===== src/rtl/decode_scoreboard_pkg.sv =====
// Shared definitions for the decode hazard scoreboard: result classes, the zero
// register and entry field width helpers.
package decode_scoreboard_pkg;

    localparam int unsigned ZERO          = 0;
    localparam int unsigned ENTRY_VALID_W = 1;

    typedef enum logic [1:0] {
        RC_ALU  = 2'd0,
        RC_LOAD = 2'd1,
        RC_MUL  = 2'd2
    } res_class_e;

    // Countdown field must hold the largest initial value of any result class.
    function automatic int unsigned cnt_width(input int unsigned load_ready,
                                              input int unsigned mul_lat);
        int unsigned mx;
        mx = load_ready;
        if (mul_lat > 0 && (mul_lat - 1) > mx) mx = mul_lat - 1;
        return (mx == 0) ? 1 : $clog2(mx + 1);
    endfunction

endpackage


===== src/rtl/decode_scoreboard_match.sv =====
// sb_match: youngest-entry priority match of one source operand against all
// in-flight writers, yielding a hazard flag or a forward select.
module sb_match
    import decode_scoreboard_pkg::*;
#(
    parameter int unsigned ADDR_W = 5,
    parameter int unsigned DEPTH  = 4,
    parameter int unsigned SEL_W  = 3
) (
    input  logic [ADDR_W-1:0]       src_addr_i,
    input  logic                    src_used_i,
    input  logic [DEPTH-1:0]        ent_valid_i,
    input  logic [DEPTH*ADDR_W-1:0] ent_addr_i,
    input  logic [DEPTH-1:0]        ent_ready_i,
    output logic                    hazard_o,
    output logic [SEL_W-1:0]        fwd_sel_o
);

    logic found;

    always_comb begin
        found     = 1'b0;
        hazard_o  = 1'b0;
        fwd_sel_o = '0;
        if (src_used_i && src_addr_i != ADDR_W'(ZERO)) begin
            for (int unsigned i = 0; i < DEPTH; i++) begin
                if (!found && ent_valid_i[i] &&
                    ent_addr_i[i*ADDR_W +: ADDR_W] == src_addr_i) begin
                    found = 1'b1;
                    if (ent_ready_i[i]) fwd_sel_o = SEL_W'(i + 1);
                    else                hazard_o  = 1'b1;
                end
            end
        end
    end

endmodule


===== src/rtl/decode_scoreboard.sv =====
// Decode-stage hazard scoreboard: tracks in-flight register writes with a
// readiness countdown; optional multi-cycle mul tracking via DECODE_SB_MUL_EN.
module decode_scoreboard
    import decode_scoreboard_pkg::*;
#(
    parameter  int unsigned ADDR_W     = 5,
    parameter  int unsigned DEPTH      = 4,
    parameter  int unsigned LOAD_READY = 1,
    parameter  int unsigned MUL_LAT    = 4,
    localparam int unsigned SEL_W      = $clog2(DEPTH + 1)
) (
    input  logic              clk,
    input  logic              rst,
    input  logic              id_valid,
    input  logic              flush,
    input  logic [ADDR_W-1:0] id_rs_addr,
    input  logic [ADDR_W-1:0] id_rt_addr,
    input  logic              id_reads_rs,
    input  logic              id_reads_rt,
    input  logic              id_reg_we,
    input  logic [ADDR_W-1:0] id_write_addr,
    input  logic              id_is_load,
    input  logic              id_is_mul,
    output logic              stall,
    output logic              issue,
    output logic [SEL_W-1:0]  rs_fwd_sel,
    output logic [SEL_W-1:0]  rt_fwd_sel,
    output logic              mul_busy
);

    localparam int unsigned CNT_W = cnt_width(LOAD_READY, MUL_LAT);

    logic [DEPTH*ENTRY_VALID_W-1:0] valid_q, valid_d;
    logic [DEPTH*ADDR_W-1:0]        addr_q, addr_d;
    logic [DEPTH*CNT_W-1:0]         cnt_q, cnt_d;
    logic [DEPTH-1:0]               ready;
    logic                           rs_hazard, rt_hazard, mul_stall;
    res_class_e                     cls;
    logic [CNT_W-1:0]               init_cnt;

`ifdef DECODE_SB_MUL_EN
    logic [CNT_W-1:0] mul_cnt_q, mul_cnt_d;

    always_comb begin
        cls = id_is_load ? RC_LOAD : (id_is_mul ? RC_MUL : RC_ALU);
        if (issue && id_is_mul)     mul_cnt_d = CNT_W'(MUL_LAT - 1);
        else if (mul_cnt_q != '0)   mul_cnt_d = mul_cnt_q - CNT_W'(1);
        else                        mul_cnt_d = '0;
    end

    always_ff @(posedge clk) begin
        if (rst) mul_cnt_q <= '0;
        else     mul_cnt_q <= mul_cnt_d;
    end

    assign mul_busy  = (mul_cnt_q != '0);
    assign mul_stall = id_is_mul & mul_busy;
`else
    logic unused_is_mul;
    assign unused_is_mul = id_is_mul;
    assign cls           = id_is_load ? RC_LOAD : RC_ALU;
    assign mul_busy      = 1'b0;
    assign mul_stall     = 1'b0;
`endif

    always_comb begin
        case (cls)
            RC_LOAD: init_cnt = CNT_W'(LOAD_READY);
            RC_MUL:  init_cnt = CNT_W'(MUL_LAT - 1);
            default: init_cnt = '0;
        endcase
    end

    assign stall = id_valid & ~flush & (rs_hazard | rt_hazard | mul_stall);
    assign issue = id_valid & ~flush & ~stall;

    // Entry 0 takes the issuing writer (or a bubble); older entries shift up
    // with their countdown saturating at zero.
    always_comb begin
        valid_d = '0;
        addr_d  = '0;
        cnt_d   = '0;
        ready   = '0;
        if (issue && id_reg_we && id_write_addr != ADDR_W'(ZERO)) begin
            valid_d[0]          = 1'b1;
            addr_d[ADDR_W-1:0]  = id_write_addr;
            cnt_d[CNT_W-1:0]    = init_cnt;
        end
        for (int unsigned i = 1; i < DEPTH; i++) begin
            valid_d[i]                  = valid_q[i-1];
            addr_d[i*ADDR_W +: ADDR_W]  = addr_q[(i-1)*ADDR_W +: ADDR_W];
            cnt_d[i*CNT_W +: CNT_W]     = (cnt_q[(i-1)*CNT_W +: CNT_W] == '0) ? '0 :
                                          cnt_q[(i-1)*CNT_W +: CNT_W] - CNT_W'(1);
        end
        for (int unsigned i = 0; i < DEPTH; i++) begin
            ready[i] = (cnt_q[i*CNT_W +: CNT_W] == '0);
        end
    end

    always_ff @(posedge clk) begin
        if (rst) begin
            valid_q <= '0;
            addr_q  <= '0;
            cnt_q   <= '0;
        end else begin
            valid_q <= valid_d;
            addr_q  <= addr_d;
            cnt_q   <= cnt_d;
        end
    end

    sb_match #(.ADDR_W(ADDR_W), .DEPTH(DEPTH), .SEL_W(SEL_W)) u_match_rs (
        .src_addr_i  (id_rs_addr),
        .src_used_i  (id_reads_rs),
        .ent_valid_i (valid_q),
        .ent_addr_i  (addr_q),
        .ent_ready_i (ready),
        .hazard_o    (rs_hazard),
        .fwd_sel_o   (rs_fwd_sel)
    );

    sb_match #(.ADDR_W(ADDR_W), .DEPTH(DEPTH), .SEL_W(SEL_W)) u_match_rt (
        .src_addr_i  (id_rt_addr),
        .src_used_i  (id_reads_rt),
        .ent_valid_i (valid_q),
        .ent_addr_i  (addr_q),
        .ent_ready_i (ready),
        .hazard_o    (rt_hazard),
        .fwd_sel_o   (rt_fwd_sel)
    );

endmodule


===== config.mk =====
export PLATFORM = sky130hd
export DESIGN_NAME = decode_scoreboard
export DESIGN_NICKNAME = d
export VERILOG_FILES = /design/src/rtl/decode_scoreboard_pkg.sv /design/src/rtl/decode_scoreboard_match.sv /design/src/rtl/decode_scoreboard.sv
export SDC_FILE = /design/constraint.sdc
export NUM_CORES = 1
export LEC_CHECK = 0
export ABC_AREA = 1
export BUFFER_PORTS_ARGS = -buffer_cell sky130_fd_sc_hd__clkbuf_2
export CAP_MARGIN = 40
export CORE_MARGIN = 10
export CORE_UTILIZATION = 35
export DETAILED_ROUTE_END_ITERATION = 10
export SLEW_MARGIN = 5
export SYNTH_ARGS = -nofsm -noshare
export SYNTH_HDL_FRONTEND = slang
export SYNTH_SLANG_ARGS = --single-unit

===== constraint.sdc =====
create_clock -name clk -period 1.3 [get_ports clk]
set_input_delay 0.065 -clock clk [delete_from_list [all_inputs] [get_ports clk]]
set_output_delay 0.065 -clock clk [all_outputs]
set_load 0.03 [all_outputs]

After elaboration in Yosys (flattened, before gate mapping)
Cells that the tools add are included.
- register bits after elaboration: 32
- bits of input ports: 24
- word-level logic and storage cells: 111
- add/subtract/negate cells: 3
- equality and inequality tests: 10
- multiplexer cells: 49
- bitwise operators: 7
- reductions and logical operators: 35
- operators with widths (cell ; number):
    3-bit two-way mux ; 14
    5-bit == test ; 8
    1-bit two-way mux ; 33
    1-bit logical AND ; 18
    5-bit nonzero test ; 3
    2-bit zero test ; 4
    2-bit OR reduction ; 4
    1-bit zero test ; 6
    2-bit by 1-bit subtractor with 2-bit output (second input constant) ; 3
    2-bit one-hot mux with 2 select lines ; 1
    1-bit AND ; 3
    1-bit inverter ; 3
    1-bit by 2-bit == test with 1-bit output (second input constant) ; 1
    2-bit two-way mux ; 1
    1-bit == test (second input constant) ; 1
    1-bit OR ; 1

Longest topological paths before layout
- word-level depth: 27
- gate-level depth with buffers: 12
- gate-level depth less buffers: 12

By module
A second synthesis with hierarchy kept.
- cells, all modules: 354
- area, all modules: 1948.1 um^2
- modules (own cells, without submodules) (module ; times used ; cells each ; area an instance (um^2)):
    sb_match ; 2 ; 124 ; 506.7
    decode_scoreboard ; 1 ; 106 ; 934.6

Worst setup path after synthesis
Ideal clock, no wire load.
- kind: register -> output
- start: reg addr_q[0]
- end: out stall
- data arrival time: 1538 ps
- path slack: -303 ps
- stages on the path, launching flop included: 11
- path through: dfxtp_1 inv_1 nand2_1 nand2_1 nor2_2 nand3_2 nand2_2 nand3_1 nand3_2 nand2_4 a21oi_1
- word-level cells in the longest chain between the ends: 21
- elaborated cells on any way between the ends: 52
- ends and longest elaborated chain (what ; RTL line ; text):
    start: declaration ; decode_scoreboard.sv:34 ; logic [DEPTH*ADDR_W-1:0] addr_q, addr_d;
    start signal: assignment ; decode_scoreboard.sv:107 ; addr_q <= addr_d;
    5-bit == test ; decode_scoreboard_match.sv:28 ; ent_addr_i[i*ADDR_W +: ADDR_W] == src_addr_i) begin
    1-bit logical AND ; decode_scoreboard_match.sv:27 ; if (!found && ent_valid_i[i] &&
    1-bit two-way mux ; decode_scoreboard_match.sv:27 ;
    1-bit two-way mux ; decode_scoreboard_match.sv:25 ; if (src_used_i && src_addr_i != ADDR_W'(ZERO)) begin
    1-bit zero test ; decode_scoreboard_match.sv:27 ;
    1-bit logical AND (2 in a row) ; decode_scoreboard_match.sv:27 ;
    1-bit two-way mux ; decode_scoreboard_match.sv:27 ;
    1-bit two-way mux ; decode_scoreboard_match.sv:25 ;
    (+3 left out) ; - ;
    1-bit two-way mux ; decode_scoreboard_match.sv:27 ;
    1-bit two-way mux ; decode_scoreboard_match.sv:25 ;
    1-bit zero test ; decode_scoreboard_match.sv:27 ;
    1-bit logical AND (2 in a row) ; decode_scoreboard_match.sv:27 ;
    1-bit two-way mux ; decode_scoreboard_match.sv:27 ;
    1-bit two-way mux ; decode_scoreboard_match.sv:25 ;
    1-bit OR (*) ; decode_scoreboard.sv:74 ; assign stall = id_valid & ~flush & (rs_hazard | rt_hazard | mul_stall);
    1-bit AND (*) ; decode_scoreboard.sv:74 ;
    end: declaration ; decode_scoreboard.sv:24 ; output logic stall,
Mark *: on every way between the ends. The rest lies on a longest branch, timed or not. The select of a mux whose other input is x is not followed.

Worst setup path in the final report
- start: reg addr_q[14]
- end: out stall
- word-level cells in the longest chain between the ends: 11
- elaborated cells on any way between the ends: 24
- ends and longest elaborated chain (what ; RTL line):
    5-bit == test ; decode_scoreboard_match.sv:28
    1-bit logical AND ; decode_scoreboard_match.sv:27
    1-bit two-way mux ; decode_scoreboard_match.sv:27
    1-bit two-way mux ; decode_scoreboard_match.sv:25
    1-bit zero test ; decode_scoreboard_match.sv:27
    1-bit logical AND (2 in a row) ; decode_scoreboard_match.sv:27
    1-bit two-way mux ; decode_scoreboard_match.sv:27
    1-bit two-way mux ; decode_scoreboard_match.sv:25
    1-bit OR (*) ; decode_scoreboard.sv:74
    1-bit AND (*) ; decode_scoreboard.sv:74
Marked as above.

==> flow_summary.yaml <==
layout:
  final_util_pct: 55.5
  multi_input_area_mm2: 0.00113
  area_growth_pct: 51.0
  mostFrequentLayoutCells: "nand2_1, nor2_1, buf_4"
  register_area_um2: 626
  final_common_cell: "nand2_1"
  num-fill-cells: 503
  diodes: 0
  num-nets-final: 390
  drive_gt1_share_pct: 47.0
  fin_cells: 433
yosys:
  syn_inst: 289
  synth_top_area_cell: "dfxtp_1"
  yosysSeqAreaShare_pct: 33.9
  ys_ff_latch: 30
  synth-warning-count: 0
  synth_top_area_share_pct: 33.9
  avgSynthCellArea_um2: 6.13
  synthTopCellsByArea: "dfxtp_1, nand2_1, nor2_1"
  synth_cell_types: 26
  syn-cell-area_mm2: 0.00177
route:
  ant_nets: 0
  drc: 0
  vias: 1954
  drt_iter0_markers: 106
  post_drt_wl_per_cell_um: 12.3
  viasPerCell: 4.51
  firstDrtPassIters: 4
  drt_wl_total_um: 5330
timing:
  fmax_ghz: 0.543
  setup_ws_ns: -0.540
  hold_viol_final: 2
  rsz0062_at_grt: "yes"
  slew_viol_final: 0
  setup_violations: 15
  period_share_pct: 142
  finalCriticalPeriod_ns: 1.84
  holdWs_ns: -0.00970
  clock_skew_ns: 0.00344
global_route:
  grt_pass1_vias: 1880
  grt_usage_pct: 12.7
  grt_max_degree: 22
  antenna_found_initial: 0
  grt_pass1_wl_um: 8630
  overflow: 0
place:
  post-dp-hpwl_um: 4150
  place_ws_ns: -0.349
  place_congestion: 0.833
  dp_cells: 414
  io_buffers: 30
clock_network:
  clockBufferDepth: 2
  clock_latency_ns: 0.29
  cts_inserted_buffers: 5
  cts_sinks: 30
  cts-root-buf: "clkbuf_8"
  cts_tree: "built"
  path_clk_slew_ns: 0.06
  htree_num_levels: 2
setup_path:
  slowest_stage: "dfxtp_2"
  arrival_ns: 1.78
  endpoint_kind: "output pin"
  crit_fanout: 3
  critical_path_class: "reg2out"
  cp_common_cell: "nand3_2"
  required_ns: 1.24
  start_kind: "flop"
  crit_chain: "xor2_2 -> nor2_1 -> nand2_1 -> nor2_4 -> buf_6 -> nand3_2 -> nand3_2 -> nand2_4 -> a21oi_2 -> clkbuf_8"
  crit_path_start: "addr_q[14]$_SDFF_PP0_"
  cp_top_family: "simple AND/OR/NAND/NOR gates"
  cp_num_buf_inv: 2
  timing.rr.start: "addr_q[14]$_SDFF_PP0_"
  cpPeakStageDelay_ns: 0.34
pwr:
  p_total_mw: 2.05
  ir_drop_uv: 615
  power_leakage_nw: 1.26
  powerDensity_mw_per_mm2: 765
outcome:
  violations: "negative hold slack, negative setup slack"
  status: "finished with violations"
run:
  max_cap_viol_count: 0
floorplanning:
  die_x_um: 91.1
  dieArea_mm2: 0.00831
  std_cell_rows: 25
  core_mm2: 0.00482
  ios: 33
  start_util_pct: 36.8
  die_y_um: 91.1
hold_path:
  hp-start: "id_write_addr[2]"
  hp-class: "in2reg"
==> cells in the mapped netlist <==
cell type,instances
a21oi_1,5
a21oi_2,1
buf_2,1
buf_4,1
clkbuf_1,2
conb_1,1
dfxtp_1,30
ha_1,1
inv_1,40
inv_2,13
nand2_1,76
nand2_2,3
nand2_4,1
nand3_1,17
nand3_2,4
nand4_1,3
nand4_4,1
nor2_1,48
nor2_2,12
nor2_4,1
nor3_1,5
o211ai_1,2
o21ai_0,14
o21ai_1,3
or2_2,2
xor2_1,2
==> metal layers <==
metal  global-route usage [%]  up-vias  wire [um]
met5                        0        -          0
met4                     4.70        0         89
met3                     3.05        9        232
met2                     21.4       39       2590
met1                     15.3      874       2420
li1                         -     1032          -
==> worst paths after layout <==
path | to | slack [ns] | cells past startpoint
setup reg to reg | addr_q[3]$_SDFF_PP0_ | -0.32 | 11
hold reg to reg | cnt_q[6]$_SDFF_PP0_ | 0.42 | 1
hold / removal | addr_q[2]$_SDFF_PP0_ | -0.01 | 3
setup / recovery | stall | -0.54 | 10
==> power breakdown <==
| part | internal [mW] | switching [mW] |
|---|---|---|
| Combinational | 0.126 | 0.195 |
| Clock | 0.426 | 0.356 |
| Sequential | 0.935 | 0.00919 |
==> what timing repair did <==
item	CTS	global route
endpoints found under the hold margin	3	0
setup buffers	4	6
hold buffers	3	0
resized for setup	44	33
pin swaps	13	34
endpoints found under the setup margin	15	15
==> logic make-up (layout without fill, tap and decap cells) <==
family,count (synthesis),count (layout),share of synthesized area [%]
fa+ha+maj,1,1,0.706
xor+xnor,2,2,0.989
flops,30,30,33.9
buf+inv,57,132,12.4
simple gates,173,173,44.3
other cells,1,3,0.212
compound gates,25,25,7.56
==> per-stage QoR <==
| step | hold slack, ns | instance area [um2] | TNS (ns) |
|---|---|---|---|
| finish | -0.00970 | 2680 | -5.73 |
| global route | 0.00151 | 2680 | -7.39 |
| CTS | 0.0000447 | 2560 | -5.16 |
| detailed placement | 0.280 | 2280 | -3.82 |
| global placement | 0.279 | 2280 | -3.62 |
| floorplan | 0.136 | 1850 | -0.712 |
==> cell type report <==
cell class / instances / share of cell area [%]
inverters: 53 / 7.53
well taps: 67 / 3.13
repair buffers: 71 / 20.4
clock buffers: 7 / 3.23
clock inverters: 1 / 0.187
multi-input cells: 204 / 42.1
flip-flops and latches: 30 / 23.4
==> sequential cells by signal, summed over array words and instances (netlist names) <==
signal	flops
cnt_q	6
addr_q	20
valid_q	4
==> worst reg2reg max path, delay by kind of cell (launching register included) <==
family | cells | cell delay [ns]
buffers and inverters | 1 | 0.12
XOR/XNOR | 1 | 0.14
AND/OR/NAND/NOR | 9 | 0.95
flip-flops | 1 | 0.34
Note: power is estimated with default switching activity, not from simulation.
